$ cat src/rtl/fetch_pc_unit.sv
// fetch_pc_unit: PC register, single-outstanding imem fetch, 2-entry instruction queue toward decode.
// Optional FETCH_PERF_CNT_EN adds perf_fetched / perf_squashed counters.
module fetch_pc_unit #(
    parameter logic [63:0] RESET_PC = 64'h0000_0000_0000_0000
) (
    input  logic        clk,
    input  logic        reset_n,
    input  logic        redirect_valid,
    input  logic [63:0] redirect_pc,
    output logic [63:0] pc_plus4,
    output logic        imem_req_valid,
    input  logic        imem_req_ready,
    output logic [63:0] imem_req_addr,
    input  logic        imem_rsp_valid,
    input  logic [31:0] imem_rsp_data,
    output logic        inst_valid,
    input  logic        inst_ready,
    output logic [31:0] inst_data,
    output logic [63:0] inst_pc
`ifdef FETCH_PERF_CNT_EN
    ,
    output logic [31:0] perf_fetched,
    output logic [31:0] perf_squashed
`endif
);
    logic [63:0] r_pc, r_out_pc, r_q0_pc, r_q1_pc;
    logic [31:0] r_q0_inst, r_q1_inst;
    logic [1:0]  r_count;
    logic        r_out, r_drop, r_run;
    logic [63:0] w_pc_plus4;
    logic        w_hs, w_rsp, w_push, w_pop, w_out_nxt, w_slot;

    assign w_pc_plus4     = r_pc + 64'd4;
    assign pc_plus4       = w_pc_plus4;
    // r_run keeps the request low during reset and for the cycle of release
    assign imem_req_valid = r_run && !r_out && !r_count[1];
    assign imem_req_addr  = r_pc;
    assign inst_valid     = r_count != 2'd0;
    assign inst_data      = r_q0_inst;
    assign inst_pc        = r_q0_pc;
    assign w_hs           = imem_req_valid && imem_req_ready;
    assign w_rsp          = imem_rsp_valid && r_out;
    assign w_push         = w_rsp && !r_drop && !redirect_valid;
    assign w_pop          = inst_valid && inst_ready;
    assign w_out_nxt      = w_hs ? 1'b1 : (w_rsp ? 1'b0 : r_out);
    assign w_slot         = r_count[1] | (r_count[0] & ~w_pop);

    always_ff @(posedge clk or negedge reset_n) begin
        if (!reset_n) begin
            r_pc      <= RESET_PC;
            r_out_pc  <= 64'd0;
            r_out     <= 1'b0;
            r_drop    <= 1'b0;
            r_run     <= 1'b0;
            r_count   <= 2'd0;
            r_q0_pc   <= 64'd0;
            r_q1_pc   <= 64'd0;
            r_q0_inst <= 32'd0;
            r_q1_inst <= 32'd0;
        end else begin
            r_run   <= 1'b1;
            r_pc    <= redirect_valid ? {redirect_pc[63:2], 2'b00} : (w_hs ? w_pc_plus4 : r_pc);
            r_out   <= w_out_nxt;
            r_drop  <= redirect_valid ? w_out_nxt : (w_rsp ? 1'b0 : r_drop);
            r_count <= redirect_valid ? 2'd0 : r_count + {1'b0, w_push} - {1'b0, w_pop};
            if (w_hs)
                r_out_pc <= r_pc;
            if (w_pop && r_count[1]) begin
                r_q0_pc   <= r_q1_pc;
                r_q0_inst <= r_q1_inst;
            end
            if (w_push && !w_slot) begin
                r_q0_pc   <= r_out_pc;
                r_q0_inst <= imem_rsp_data;
            end
            if (w_push && w_slot) begin
                r_q1_pc   <= r_out_pc;
                r_q1_inst <= imem_rsp_data;
            end
        end
    end

`ifdef FETCH_PERF_CNT_EN
    logic w_squash;
    assign w_squash = w_rsp && (r_drop || redirect_valid);

    always_ff @(posedge clk or negedge reset_n) begin
        if (!reset_n) begin
            perf_fetched  <= 32'd0;
            perf_squashed <= 32'd0;
        end else begin
            perf_fetched  <= perf_fetched + {31'd0, w_push};
            perf_squashed <= perf_squashed + {31'd0, w_squash};
        end
    end
`endif
endmodule

$ cat config.mk
export PLATFORM = sky130hd
export DESIGN_NAME = fetch_pc_unit
export DESIGN_NICKNAME = d
export VERILOG_FILES = /design/src/rtl/fetch_pc_unit.sv
export SDC_FILE = /design/constraint.sdc
export NUM_CORES = 1
export LEC_CHECK = 0
export BUFFER_PORTS_ARGS = -buffer_cell sky130_fd_sc_hd__buf_2
export CAP_MARGIN = 5
export CORE_ASPECT_RATIO = 1.2
export CORE_MARGIN = 2
export CORE_UTILIZATION = 45
export CTS_CLUSTER_DIAMETER = 80
export CTS_CLUSTER_SIZE = 24
export DETAILED_ROUTE_END_ITERATION = 10
export PLACE_DENSITY = 0.68
export SYNTH_ARGS = -nofsm -noshare
export SYNTH_HDL_FRONTEND = slang
export SYNTH_SLANG_ARGS = --single-unit
$ cat constraint.sdc
create_clock -name clk -period 5.65 [get_ports clk]
set_input_delay 0.8475 -clock clk [delete_from_list [all_inputs] [get_ports clk]]
set_output_delay 0.8475 -clock clk [all_outputs]
set_load 0.1 [all_outputs]
* Word-level counts from Yosys, hierarchy flattened *
Cells that the tools add are included.

storage, ports and cells
  input port bits = 102
  register bits = 325
  output and inout port bits = 226
  logic and storage cells = 46

cells by class
  add/subtract/negate cells = 3
  mux-type cells = 11
  bitwise logic cells = 3
  reductions and logical operators = 19

operator list
  operator                                       count
  2-to-1 mux 64 bit                              4
  adder 64 x 3 -> 64 bit, second input constant  1
  2-to-1 mux 32 bit                              2
  logical AND 1 bit                              10
  nonzero test 2 bit                             4
  logical NOT 1 bit                              5
  2-to-1 mux 1 bit                               4
  adder 2 x 1 -> 2 bit                           1
  2-to-1 mux 2 bit                               1
  subtractor 2 x 1 -> 2 bit                      1
  bitwise AND 1 bit                              1
  inverter 1 bit                                 1
  bitwise OR 1 bit                               1

* Depth between registers and ports, before layout *
  depth after elaboration = 8
  gate-level depth with buffers = 9
  gate-level depth less buffers = 7

* Worst setup path before layout *
No wires, ideal clock.

  path kind = flip-flop to output port
  from = reg r_pc[2], in the netlist imem_req_addr[2]
  to = out pc_plus4[60]
  path buffers = 0
  slack = 0.626 ns
  cell stages (with the launch flop) = 7
  data required time = 4.803 ns
  data arrival time = 4.176 ns
  cells stage by stage = dfrtp_1 ha_1 nand3_1 nor4_1 nand4_1 nor3_1 xor2_1

between the ends
  longest elaborated chain between the ends = 1

ends and longest elaborated chain
  what                    line  source
  from (decl)             26    logic [63:0] r_pc, r_out_pc, r_q0_pc, r_q1_pc;
  from (signal assigned)  62    r_pc <= redirect_valid ? {redirect_pc[63:2], 2'b00} : (w_hs ? w_pc_plus4 : r_pc);
  adder 64 x 3 -> 64 bit  33    assign w_pc_plus4 = r_pc + 64'd4;
  to (decl)               10    output logic [63:0] pc_plus4,

No other way between the ends.

* Worst setup path in the final report *
  from = reg r_pc[14], in the netlist imem_req_addr[14]
  to = out pc_plus4[63]

The elaborated chain is that of the path after synthesis.

==> impl_metrics.env <==
export IMPL_ant_nets=0
export IMPL_syn_to_final_growth_pct=14.5
export IMPL_portBuffers=319
export IMPL_status="finished clean"
export IMPL_synth_seq_cells=317
export IMPL_peakVddDrop_v=0.000266
export IMPL_grt_max_degree=138
export IMPL_clkLatencyLatePin_ns=0.52
export IMPL_clock_skew_ns=0.0252
export IMPL_drive_above_1_share_pct=27.9
export IMPL_syn_cell_area_um2=15300
export IMPL_viasPerCell=5.80
export IMPL_critPathArrivalTime_ns=3.78
export IMPL_setup_viol=0
export IMPL_synth_flop_cell="dfrtp_1"
export IMPL_start_util_pct=45.9
export IMPL_crit_required_ns=4.80
export IMPL_synth_edf_count=0
export IMPL_worst_setup_path_start_kind="flop"
export IMPL_cts_resized=0
export IMPL_critPathCaptureType="output pin"
export IMPL_p_switching_mw=5.14
export IMPL_post_route_period_util_pct=81.8
export IMPL_antenna_found_initial=2
export IMPL_grt_usage_pct=25.4
export IMPL_cts_htree_levels=1
export IMPL_post_place_ws_ns=1.61
export IMPL_yosysUniqueCellTypes=52
export IMPL_die_h_um=206
export IMPL_clkPwrFrac_pct=14.5
export IMPL_core_um2=33200
export IMPL_rsz0062_at_grt="false"
export IMPL_final_common_cell="buf_2"
export IMPL_postCtsSetupBuffers=0
export IMPL_internal_power_mw=4.73
export IMPL_die_area_um2=35400
export IMPL_cts_tree="yes"
export IMPL_fin_ws_ns=1.03
export IMPL_cp_max_fo=24
export IMPL_worstSetupPathType="reg -> out"
export IMPL_p_sw_share_pct=52.1
export IMPL_p_seq_share_pct=37.5
export IMPL_grt_pass1_vias=12134
export IMPL_period_minus_slack_ns=4.62
export IMPL_gp_congestion=0.916
export IMPL_synth_seq_area_share_pct=52.0
export IMPL_avgSynthCellArea_um2=10.4
export IMPL_cts_sinks=317
export IMPL_drt_initial_drc_count=960
export IMPL_finalPower_mw=9.87
export IMPL_wirelength_mm=45.6
export IMPL_cts_root_buffer="clkbuf_16"
export IMPL_wl_per_cell_um=21.3
export IMPL_slew_violations=0
export IMPL_final_cell_mix="buf_2, dfrtp_1, nand2_1"
export IMPL_grt_pass1_wl_mm=70.2
export IMPL_cellPowerDensity_nw_per_um2=565
export IMPL_maxCapViolations=0
export IMPL_ios=328
export IMPL_tightest_slew_ns=1.17
export IMPL_p_comb_share_pct=47.9
export IMPL_fillers=3103
export IMPL_drtPass1Iterations=5
export IMPL_async_flop_share_pct=100
export IMPL_max_clock_freq_mhz=216
export IMPL_relSlewSlack_pct=22.2
export IMPL_clk_pin_slew_ns=0.09
export IMPL_post_route_drc_count=0
export IMPL_overflow=0
export IMPL_hold_viol_final=0
export IMPL_final_cells=2138
export IMPL_setup_tns_ns=0
export IMPL_hold_path_class="in -> async"
export IMPL_fp_dieW_um=172
export IMPL_place_detailed_instances=2115
export IMPL_vias=12411
export IMPL_ctsHoldBuffers=0
export IMPL_ys_warn_count=0
export IMPL_rows=73
export IMPL_netlist_top_cell_by_area="dfrtp_1"
export IMPL_synthTopCellsByArea="dfrtp_1, mux2_2, nand2_1, a221o_1, and3_1"
export IMPL_nets=1789
export IMPL_leakagePower_nw=8.83
export IMPL_yosysTopAreaCellShare_pct=52.0
export IMPL_cts_buffer_depth=3
export IMPL_cts_buffers=17
export IMPL_ff_latch_area_um2=7930
export IMPL_multiInputGateArea_um2=6660
export IMPL_dp_hpwl_mm=30.7
export IMPL_syn_inst=1461
## cell usage after synthesis, types with 13 or more instances
cell type and n:
nand4_1 39, nand2_1 264, xor2_1 50, nor4_1 29, mux2_2 96, nor2_1 55, and4_1 13, or4_1 15
and3_1 104, xnor2_1 54, dfrtp_1 317, clkbuf_1 86, nor3_1 23, buf_1 13, o21ai_0 50, a31oi_1 14
a221o_1 95, nand3_1 30
## per-layer routing
layer / share of wire [%] / GRT usage, %
met1: 43 / 35.7
met2: 46 / 40.5
met3: 7.5 / 3.35
met5: 0.029 / 0
met4: 3.3 / 8.91
## registers in the layout, indices dropped and copies added, names as in the netlist
signal and count:
inst_pc 62, r_run 1, r_out_pc 62, r_drop 1, r_count 2, r_q1_inst 32
r_out 1, inst_data 32, imem_req_addr 62, r_q1_pc 62
## worst max-delay path, cell delays in order (launching register included)
cell	delay, ns
dfrtp_1	0.55
and4_1	0.40
nand4_4	0.12
buf_4	0.26
or4_1	0.87
nor3_1	0.43
xor2_1	0.17
buf_2	0.44
## worst paths after layout
| kind | start | endpoint | slack, ns | cells after the start |
|---|---|---|---|---|
| hold / removal | reset_n | inst_pc[4] | 0.30 | 1 |
| hold reg to reg | r_q1_pc[26] | r_q1_pc[26] | 0.50 | 1 |
| setup reg to reg | r_count[1] | imem_req_addr[63] | 2.31 | 5 |
| setup / recovery | imem_req_addr[14] | pc_plus4[63] | 1.03 | 7 |
| max in group asynchronous | reset_n | inst_pc[45] | 4.07 | 2 |
| min in group clk | r_q1_pc[26] | r_q1_pc[26] | 0.50 | 1 |
## logic make-up after synthesis
kind of cell / count (synthesis) / synth area share (%)
mux: 100 / 7.35
simple gates: 615 / 20.4
compound gates: 175 / 9.22
fa+ha+maj: 3 / 0.246
buf+inv: 145 / 4.79
xor+xnor: 104 / 5.97
other cells: 2 / 0.0492
flops: 317 / 52.0
## power groups by stage
stage | clock [mW] | combinational [mW] | sequential (mW)
after global placement | 0 | 4.71 | 3.69
after detailed placement | 0 | 4.75 | 3.74
after floorplan | 0 | 1.59 | 5.89
final | 1.43 | 4.73 | 3.71
after global routing | 1.55 | 4.93 | 3.81
after CTS | 1.47 | 4.76 | 3.70
## per-stage QoR
stage / hold slack (ns) / area, µm² / utilization [%]
after global routing: 0.338 / 17500 / 52.5
final: 0.303 / 17500 / 52.5
after floorplan: 0.464 / 15300 / -
after detailed placement: 0.485 / 16900 / 50.9
after global placement: 0.479 / 16900 / 50.9
after CTS: 0.335 / 17500 / 52.5
## final cells by class
class / count / share of cell area [%]
timing repair buffer: 336 / 10.0
clock buffer: 18 / 2.46
clock inverter: 4 / 0.566
antenna: 1 / 0.0143
sequential: 317 / 45.4
tap: 450 / 3.22
inverter: 8 / 0.172
multi-input combinational: 1004 / 38.1
Note: power is estimated with default switching activity, not from simulation.
